===== src/rtl/uart_tx_fifo.sv =====
// Buffered 8N1 UART transmitter: a small circular FIFO feeds an LSB-first shifter.
// The bit period is latched at every pop, so mid-frame changes to clks_per_bit take effect on the next frame.
module uart_tx_fifo #(
  parameter int FifoDepth = 4
) (
  input  logic                               clock,
  input  logic                               reset,
  input  logic [14:0]                        clks_per_bit,
  input  logic                               tx_dv_i,
  input  logic [7:0]                         tx_byte_i,
  output logic                               tx_ready_o,
  output logic                               tx_o,
  output logic                               tx_busy_o,
  output logic                               tx_done_o,
  output logic [$clog2(FifoDepth+1)-1:0]     fifo_cnt_o,
  output logic [1:0]                         dbg_state
);

  localparam int AW = $clog2(FifoDepth);
  localparam int CW = $clog2(FifoDepth + 1);

  typedef enum logic [1:0] {IDLE, START, DATA, STOP} state_t;

  // Handshake: a byte is accepted on every rising edge where tx_dv_i and tx_ready_o are both high;
  // tx_ready_o depends only on the registered count, never on tx_dv_i.
  state_t         state, state_nxt;
  logic [7:0]     mem [FifoDepth];
  logic [AW-1:0]  wr_ptr, rd_ptr;
  logic [CW-1:0]  count;
  logic [7:0]     shift, shift_nxt;
  logic [14:0]    cpb, cpb_nxt;
  logic [14:0]    baud, baud_nxt;
  logic [2:0]     bit_idx, bit_idx_nxt;
  logic           push, pop, baud_last, have_byte;

  assign tx_ready_o = (count != CW'(FifoDepth));
  assign push       = tx_dv_i & tx_ready_o;
  assign have_byte  = (count != '0);
  assign baud_last  = (baud == cpb - 15'd1);
  assign fifo_cnt_o = count;
  assign tx_busy_o  = (state != IDLE);
  assign dbg_state  = state;

  always_comb begin
    state_nxt   = state;
    shift_nxt   = shift;
    cpb_nxt     = cpb;
    baud_nxt    = baud;
    bit_idx_nxt = bit_idx;
    pop         = 1'b0;
    tx_o        = 1'b1;
    tx_done_o   = 1'b0;
    case (state)
      IDLE: begin
        if (have_byte) begin
          pop       = 1'b1;
          shift_nxt = mem[rd_ptr];
          cpb_nxt   = (clks_per_bit == 15'd0) ? 15'd1 : clks_per_bit;
          baud_nxt  = '0;
          state_nxt = START;
        end
      end
      START: begin
        tx_o = 1'b0;
        if (baud_last) begin
          baud_nxt    = '0;
          bit_idx_nxt = '0;
          state_nxt   = DATA;
        end else begin
          baud_nxt = baud + 15'd1;
        end
      end
      DATA: begin
        tx_o = shift[0];
        if (baud_last) begin
          baud_nxt  = '0;
          shift_nxt = shift >> 1;
          if (bit_idx == 3'd7) state_nxt = STOP;
          else bit_idx_nxt = bit_idx + 3'd1;
        end else begin
          baud_nxt = baud + 15'd1;
        end
      end
      STOP: begin
        tx_done_o = baud_last;
        if (baud_last) begin
          baud_nxt = '0;
          // Chaining the next pop here keeps queued frames abutted with no idle cycle.
          if (have_byte) begin
            pop       = 1'b1;
            shift_nxt = mem[rd_ptr];
            cpb_nxt   = (clks_per_bit == 15'd0) ? 15'd1 : clks_per_bit;
            state_nxt = START;
          end else begin
            state_nxt = IDLE;
          end
        end else begin
          baud_nxt = baud + 15'd1;
        end
      end
      default: state_nxt = IDLE;
    endcase
  end

  always_ff @(posedge clock) begin
    if (push) mem[wr_ptr] <= tx_byte_i;
  end

  always_ff @(posedge clock) begin
    if (reset) begin
      state   <= IDLE;
      wr_ptr  <= '0;
      rd_ptr  <= '0;
      count   <= '0;
      shift   <= '0;
      cpb     <= '0;
      baud    <= '0;
      bit_idx <= '0;
    end else begin
      state   <= state_nxt;
      shift   <= shift_nxt;
      cpb     <= cpb_nxt;
      baud    <= baud_nxt;
      bit_idx <= bit_idx_nxt;
      if (push) wr_ptr <= wr_ptr + AW'(1);
      if (pop)  rd_ptr <= rd_ptr + AW'(1);
      case ({push, pop})
        2'b10:   count <= count + CW'(1);
        2'b01:   count <= count - CW'(1);
        default: count <= count;
      endcase
    end
  end

endmodule


===== config.mk =====
export PLATFORM = sky130hd
export DESIGN_NAME = uart_tx_fifo
export DESIGN_NICKNAME = d
export VERILOG_FILES = /design/src/rtl/uart_tx_fifo.sv
export SDC_FILE = /design/constraint.sdc
export NUM_CORES = 1
export LEC_CHECK = 0
export ABC_AREA = 1
export CAP_MARGIN = 10
export CORE_MARGIN = 3
export CORE_UTILIZATION = 47
export DETAILED_ROUTE_END_ITERATION = 10
export MAX_ROUTING_LAYER = met4
export PLACE_DENSITY = 0.66
export SLEW_MARGIN = 30
export SYNTH_ARGS = -nofsm -noshare
export SYNTH_HDL_FRONTEND = slang
export SYNTH_SLANG_ARGS = --single-unit

===== constraint.sdc =====
create_clock -name clock -period 5.68 [get_ports clock]
set_input_delay 0.852 -clock clock [delete_from_list [all_inputs] [get_ports clock]]
set_output_delay 0.852 -clock clock [all_outputs]
set_load 0.005 [all_outputs]

==> impl_metrics.toml, run 1 <==
[outcome]
outcome = "completed"

[detailed_routing]
drtAntennaViolNets = 0
drc_errors = 0
wl_per_cell_um = 13.9
num_vias = 3967
via_per_inst = 5.10
detail_route.iter0.violations = 202
wl_um = 10800
first_pass_iters = 4

[synthesis]
yosys-top-cells-count = "nand2_1 (148), nor2_1 (90), inv_1 (60)"
ys_top_cells_by_area = "dfxtp_1 (22%), edfxtp_1 (21%), nand2_1 (12%)"
yosysTopAreaCellShare_pct = 22.4
synth_area_mm2 = 0.00464
ys.flop_type = "dfxtp_1"
synth.net_count = 655
ys_warn_count = 0
syn_area_per_cell_um2 = 7.56
ys_seq_elements = 84
syn_inst = 614
synth_most_common_cell = "nand2_1"
synth_top_cell_by_area = "dfxtp_1"
synth-seq-area-share_pct = 43.1
synth-async-reset-ratio_pct = 0
synth_edf_count = 32
synth_cell_types = 40

[die]
dieArea_mm2 = 0.0111
core-area_mm2 = 0.00942
ios = 35
start_util_pct = 49.3
num_rows = 35
die_w_um = 105
die_h_um = 105

[clock_network]
postCtsHoldBufs = 0
numCtsBuffers = 9
cts_tree = "yes"
cts_resized = 0
path_clk_slew_ps = 100
htree_levels = 3
clock-root-buffer = "clkbuf_8"
cts_setup_buffers = 0
clock_latency_ps = 360
cts_max_path_buffers = 2
cts_sinks = 84

[worst_setup_path]
worstSetupPathType = "register to primary output"
end_kind = "primary output"
crit_required_ps = 4830
critical_path_arrival_ps = 2670
crit_fanout = 5
startpoint_type = "register"

[timing]
fin_ws_ps = 2160
slew_viol_final = 0
fin_crit_sh_pct = 62.0
max_freq_ghz = 0.284
fin_tns_setup_ps = 0
holdWs_ps = 472
slew_headroom_pct = 42.2
hold_violations = 0
skew_ps = 8.33
worst_pin_slew_ps = 864
final-setup-viol-count = 0
min_period_ps = 3520
rsz0062_at_grt = "false"

[power]
ir_drop_uv = 226
power_per_cell_area_mw_per_mm2 = 550
power_uw = 2900
p_leak_uw = 0.00219

[final_layout]
antenna_cells = 0
nets = 685
area_growth_pct = 13.5
final_cell_count_no_fill = 778
fillerInstances = 883
multiInputGateArea_mm2 = 0.00231
register_area_mm2 = 0.00200
layout-drive-gt1-share_pct = 6.78

[flow_run]
maxCapViolCount = 0

[grt]
grt_pass1_vias = 3712
grt_max_degree = 29
grt_pass1_wl_um = 18000
grt_overflow_total = 0
grt_usage_pct = 20.7
antenna_found_initial = 0

[place]
io_buffer_count = 34
pre_cts_ws_ps = 2620
gp_congestion = 0.895
dpl.cell_count = 762
dp_hpwl_um = 8110

[min_path]
hp-class = "register to register"
## per-layer routing
metal / track usage, % / up-vias / wire length, um
li1: - / 2074 / -
met1: 27.4 / 1807 / 5360
met2: 33.0 / 70 / 4880
met3: 3.86 / 16 / 485
met4: 5.06 / 0 / 120
met5: - / - / 0
## critical path, stage by stage, from the launching register on
cell and delay, ps:
dfxtp_1 400, inv_2 90, ha_1 310, inv_1 40, nand2_1 50, nand2_1 40
nor2_1 200, nand2_1 90, nor2_1 120, nand3_1 80, nor2_1 150, nand4_1 160
inv_1 90, clkdlybuf4s50_1 490
## state kept, by name (all words and copies together) (netlist names), named ones only
| register | cells |
|---|---|
| mem | 32 |
| baud | 15 |
| cpb | 15 |
| shift | 8 |
| bit_idx | 3 |
| fifo_cnt_o | 3 |
| dbg_state | 2 |
| rd_ptr | 2 |
| wr_ptr | 2 |
## cells by family (layout without fill, tap and decap cells)
logic type	after synthesis	after routing	synth area share, %
AND/OR/NAND/NOR	323	323	30.6
flip-flops	84	84	43.1
adder cells (fa/ha/maj)	15	15	4.20
buffers and inverters	82	117	7.17
XOR/XNOR	18	18	3.39
AO/OA/AOI/OAI	92	92	11.5
## worst paths after layout
check	start	slack, ps	cells past startpoint	end
setup / recovery	cpb[0]	2160	13	tx_done_o
hold / removal	shift[3]	470	2	shift[3]
setup reg to reg	cpb[0]	2610	18	fifo_cnt_o[1]
hold reg to reg	shift[3]	470	2	shift[3]
## per-stage QoR
| step | util [%] | cell area, um2 |
|---|---|---|
| after floorplan | - | 4640 |
| after global placement | 53.8 | 5070 |
| after detailed placement | 53.8 | 5070 |
| after CTS | 56.0 | 5270 |
| after global routing | 56.0 | 5270 |
| final | 56.0 | 5270 |
## placed cells by master, fill, tap and decap left out, types with 9 or more instances in the layout
master / netlist / layout
clkbuf_8: 0 / 9
o21ai_1: 10 / 10
ha_1: 14 / 14
dfxtp_1: 52 / 52
a21oi_1: 34 / 34
edfxtp_1: 32 / 32
clkdlybuf4s50_1: 0 / 34
inv_1: 60 / 60
o21ai_0: 28 / 28
nand3_1: 40 / 40
nand2_1: 148 / 148
nand4_1: 12 / 12
nor2_1: 90 / 90
xor2_1: 13 / 13
## final cells by class
class / instances / share of cell area [%]
Clock buffer: 9 / 2.35
Clock inverter: 7 / 1.45
Inverter: 66 / 4.72
Multi-Input combinational cell: 448 / 43.8
Sequential cell: 84 / 38.0
Tap cell: 129 / 3.06
Timing Repair Buffer: 35 / 6.60
## where the power goes
group / internal (uW) / total [uW] / switching, uW
Clock: 174 / 426 / 252
Combinational: 544 / 1570 / 1020
Sequential: 763 / 904 / 141
Power figures use the tool's default switching activity.
==> run 2, diff against run 1 <==
- clock period: 5.68 -> 3.3 ns (I/O delays scaled with it)
==> run 2 against run 1 <==
  * Flip-flop and latch count is the same
  * Via count grew 0.45%
  * Cell count is 0.26% higher
  * Total power grew 73%
  * Core utilization increased by 0.23 points
  * Sequential power up 73%
  * Combinational power is 73% higher
  * Wire length fell by 2.6%
  * Sequential share of layout area decreased by 0.13 points
  * Die area did not move
  * Final area rose by 0.40%
  * Largest power group unchanged
==> impl_metrics.toml, run 2 (synthesis gave the netlist of run 1 again) <==
[detailed_routing]
drc_errors = 0
drtAntennaViolNets = 0
wl_um = 10600
detail_route.iter0.violations = 217
num_vias = 3985
via_per_inst = 5.11
wl_per_cell_um = 13.5
first_pass_iters = 5

[final_layout]
area_growth_pct = 13.9
final_common_cell = "nand2_1"
finalInstanceArea_mm2 = 0.00529
largestRegisters = "mem x32, baud x15, cpb x15"
antenna_cells = 0
most-common-layout-cells = "nand2_1 (148), nor2_1 (89), inv_1 (60)"
max_flop_register = "mem"
nets = 687
fillerInstances = 899
layout-drive-gt1-share_pct = 7.53
largest_reg_flops = 32

[grt]
grt_pass1_vias = 3724
grt_usage_pct = 20.1
grt_pass1_wl_um = 17700
grt_overflow_total = 0
grt_max_degree = 29
antenna_found_initial = 0

[timing]
hold_violations = 0
fin_crit_sh_pct = 92.3
skew_ps = 10.7
rsz0062_at_grt = "false"
fin_tns_setup_ps = 0
slew_viol_final = 0
worst_pin_slew_ps = 821
max_freq_ghz = 0.328
min_period_ps = 3040
slew_headroom_pct = 44.9
final-setup-viol-count = 0

[clock_network]
cts_tree = "yes"
clock-root-buffer = "clkbuf_8"
clock_latency_ps = 350
numCtsBuffers = 9
htree_levels = 3
cts_max_path_buffers = 2
path_clk_slew_ps = 100
cts_sinks = 84

[min_path]
worstHoldStart = "shift[1]"
holdPathEnd = "shift[1]"
min_path_cells = 2
hp-class = "register to register"

[place]
post_dp_cell_area_mm2 = 0.00508
gp_congestion = 0.936
dp_hpwl_um = 8020
io_buffer_count = 34

[die]
start_util_pct = 49.3
die_h_um = 105
ios = 35
die_w_um = 105
core-area_mm2 = 0.00942
num_rows = 35
dieArea_mm2 = 0.0111

[flow_run]
maxCapViolCount = 0

[worst_setup_path]
crit_path_max_incr_delay_ps = 500
critical_path_arrival_ps = 2550
r2r-end = "fifo_cnt_o[2]"
cp_num_buf_inv = 4
crit_family = "simple AND/OR/NAND/NOR gates"
crit_slowest_cell = "clkdlybuf4s50_1"
r2r_slack_ps = 330
crit_required_ps = 2800
worstSetupPathType = "register to primary output"
crit_chain = "inv_1 -> ha_2 -> inv_1 -> nand2_1 -> nand2_1 -> nor2_2 -> nand2_1 -> nor2_1 -> nand3_1 -> nor2_1 -> nand4_1 -> inv_1 -> clkdlybuf4s50_1"
startpoint_type = "register"
reg2regPathDepth = 20
crit_fanout = 3
r2r_start = "cpb[0]"
end_kind = "primary output"

[power]
power_uw = 5020
power_per_cell_area_mw_per_mm2 = 948
p_leak_uw = 0.00220
ir_drop_uv = 512

[outcome]
outcome = "completed"
==> run 2: worst max path at each step <==
stage                start            end  slack, ps  depth (start not counted)
finish              cpb[1]      tx_done_o        260                         13
global route        cpb[0]  fifo_cnt_o[2]         10                         20
CTS                 cpb[0]      tx_done_o        120                         13
detailed placement  cpb[0]  fifo_cnt_o[1]        350                         18
global placement    cpb[0]  fifo_cnt_o[1]        480                         18
floorplan           cpb[0]  fifo_cnt_o[2]        740                         18
==> run 2: metrics by stage <==
stage / instances / utilization, % / worst slack, ps / hold slack, ps
3_3_place_gp: 763 / 53.9 / 483 / 450
6_report: 780 / 56.2 / 255 / 471
3_5_place_dp: 763 / 53.9 / 352 / 458
5_1_grt: 780 / 56.2 / 13.5 / 489
2_1_floorplan: 614 / - / 740 / 435
4_1_cts: 779 / 56.1 / 116 / 472
==> run 2: worst register-to-register path, cell delays in order, from the launching register on <==
cell and delay (ps):
dfxtp_2 350, inv_2 100, ha_2 230, nand2_2 120, o21ai_0 230, nand2_2 110
nand2_1 70, inv_1 40, nand2_1 50, nor2_1 40, nand4_1 110, buf_4 140
nand2_1 80, nand2_1 100, inv_1 60, ha_1 210, fa_1 380, a21oi_1 140
o21a_1 140, o21ai_0 70, a21oi_1 140
==> run 2: metal layers <==
layer / vias to the layer above / track usage, % / share of wire (%)
li1: 2079 / - / -
met2: 74 / 31.1 / 45
met5: - / - / 0
met3: 9 / 2.57 / 4.5
met1: 1823 / 28.0 / 49
met4: 0 / 4.78 / 0.79
==> run 2: cell type report <==
class	count	area [um2]	area share [%]
timing repair buffer	37	363	6.86
tap	129	161	3.05
sequential	84	2000	37.9
inverter	66	249	4.71
multi-input combinational	448	2310	43.7
clock buffer	9	124	2.34
clock inverter	7	76.3	1.44
==> run 2: power breakdown <==
part | switching, uW | internal, uW
registers | 242 | 1310
clock network | 436 | 300
logic | 1770 | 952
==> run 2: repair_timing <==
| action | CTS | global route |
|---|---|---|
| gates resized for setup | 0 | 3 |
| buffers inserted | 0 | 1 |
| endpoints found under the hold margin | 0 | 0 |
| endpoints found under the setup margin | 0 | 2 |
| hold buffers | 0 | 0 |
==> run 3, diff against run 2 <==
--- a/config.mk
+++ b/config.mk
@@ -14,2 +14,3 @@
 export PLACE_DENSITY = 0.66
+export REMOVE_ABC_BUFFERS = 1
 export SLEW_MARGIN = 30
--- a/constraint.sdc
+++ b/constraint.sdc
@@ -3,2 +3,2 @@
 set_output_delay 0.495 -clock clock [all_outputs]
-set_load 0.005 [all_outputs]
+set_load 0.1 [all_outputs]
==> run 3 against run 2 <==
  * Critical path type is now register to register
  * Total power increased by 6.8%
  * Cell count stayed put
  * Combinational power rose by 11%
==> impl_metrics.toml, run 3 (synthesis gave the netlist of run 1 again) <==
[timing]
slew_headroom_pct = 35.0
max_freq_ghz = 0.337
min_period_ps = 2970
rsz0062_at_grt = "false"
holdWs_ps = 467
slew_viol_final = 0
fin_crit_sh_pct = 89.9
worst_pin_slew_ps = 972
hold_violations = 0
skew_ps = 9.91
fin_ws_ps = 333
final-setup-viol-count = 0

[grt]
grt_usage_pct = 20.6
grt_pass1_wl_um = 18100
antenna_found_initial = 0
grt_overflow_total = 0
grt_pass1_vias = 3834
grt_max_degree = 23

[place]
gp_congestion = 0.942
dp_hpwl_um = 8200
io_buffer_count = 34
pre_cts_ws_ps = 397

[die]
num_rows = 35
die_h_um = 105
die_w_um = 105
dieArea_mm2 = 0.0111
core-area_mm2 = 0.00942
ios = 35
start_util_pct = 49.3

[min_path]
worstHoldStart = "shift[0]"
min_path_cells = 2
holdPathEnd = "shift[0]"
hp-class = "register to register"

[worst_setup_path]
end_kind = "register"
cp-startpoint = "cpb[0]"
critical_path_arrival_ps = 3230
crit_family = "simple AND/OR/NAND/NOR gates"
crit_fanout = 5
crit_path_max_incr_delay_ps = 420
crit_slowest_cell = "fa_1"
timing.critical_path.mode_cell = "nand2_1"
worstSetupPathType = "register to register"
crit_chain = "inv_2 -> ha_1 -> inv_1 -> nand2_1 -> nand2_1 -> nor2_1 -> nand2_1 -> nor2_1 -> nand3_1 -> nor2_1 -> nand4_1 -> nand2_1 -> nand2_1 -> inv_1 -> ha_1 -> fa_1 -> o21ai_0 -> nor2_1"
reg2regPathDepth = 18
startpoint_type = "register"
crit_required_ps = 3560
cp_num_buf_inv = 3
r2r_start = "cpb[0]"
r2r_slack_ps = 330
r2r-end = "fifo_cnt_o[1]"

[clock_network]
clock_latency_ps = 360
numCtsBuffers = 9
path_clk_slew_ps = 90
cts_resized = 0
cts_max_path_buffers = 2
postCtsHoldBufs = 0
htree_levels = 3
cts_setup_buffers = 0
cts_tree = "yes"
clock-root-buffer = "clkbuf_8"
cts_sinks = 84

[final_layout]
final_util_pct = 56.1
antenna_cells = 0
layout-drive-gt1-share_pct = 8.14
largestRegisters = "mem x32, baud x15, cpb x15"
register_area_mm2 = 0.00200
largest_reg_flops = 32
multiInputGateArea_mm2 = 0.00231
max_flop_register = "mem"
most-common-layout-cells = "nand2_1 (148), nor2_1 (90), inv_1 (60)"
area_growth_pct = 13.8
nets = 687
final_common_cell = "nand2_1"
fillerInstances = 897

[power]
ir_drop_uv = 667
power_uw = 5360
p_leak_uw = 0.00222
power_per_cell_area_mw_per_mm2 = 1010

[detailed_routing]
drc_errors = 0
via_per_inst = 5.18
first_pass_iters = 5
drtAntennaViolNets = 0
wl_per_cell_um = 14.0
detail_route.iter0.violations = 243
num_vias = 4040
wl_um = 10900

[outcome]
outcome = "completed"

[flow_run]
maxCapViolCount = 0
-- run 3: cell types whose count changed in the layout (fill, tap and decap cells not counted), sizes merged --
cell | before | now
buf | 3 | 10
bufinv | 0 | 1
clkdlybuf4s50 | 34 | 27
clkinv | 8 | 6
inv | 65 | 66
-- run 3: worst register-to-register path: stages, from the launching register on --
cell,delay (ps)
dfxtp_1,390
inv_2,90
ha_1,300
inv_1,40
nand2_1,50
nand2_1,40
nor2_1,190
nand2_1,100
nor2_1,130
nand3_1,80
nor2_1,120
nand4_1,140
nand2_1,170
nand2_1,100
inv_1,100
ha_1,200
fa_1,420
o21ai_0,160
nor2_1,60
-- run 3: layout make-up --
| cell class | instances | area share [%] |
|---|---|---|
| Clock inverter | 7 | 1.54 |
| Sequential cell | 84 | 37.9 |
| Clock buffer | 9 | 2.34 |
| Timing Repair Buffer | 37 | 6.77 |
| Multi-Input combinational cell | 448 | 43.7 |
| Inverter | 66 | 4.71 |
| Tap cell | 129 | 3.05 |
-- run 3: worst max path at each step --
stage                          endpoint  slack [ps]  cells after the start
after floorplan           fifo_cnt_o[2]        -240                     11
after global placement    fifo_cnt_o[1]         550                     18
after detailed placement  fifo_cnt_o[1]         400                     18
after CTS                 fifo_cnt_o[1]         380                     18
after global routing      fifo_cnt_o[1]          30                     18
final                     fifo_cnt_o[1]         330                     18
-- run 3: per-layer routing --
metal  part of all wire, %  vias to the layer above  track usage (%)
li1                      -                     2069                -
met1                    49                     1868             28.5
met2                    45                       93             32.1
met3                   5.1                       10             2.69
met4                  0.96                        0             5.15
met5                     0                        -                -
-- run 3: stage by stage --
step	instance area [um2]	TNS [ps]	cells
final	5290	0	780
after global routing	5290	0	780
after CTS	5290	0	780
after detailed placement	5080	0	764
after global placement	5080	0	764
after floorplan	4560	-282	598
-- run 3: power by group --
| part | internal, uW | switching, uW |
|---|---|---|
| combinational | 937 | 2080 |
| clock | 364 | 418 |
| sequential | 1310 | 245 |
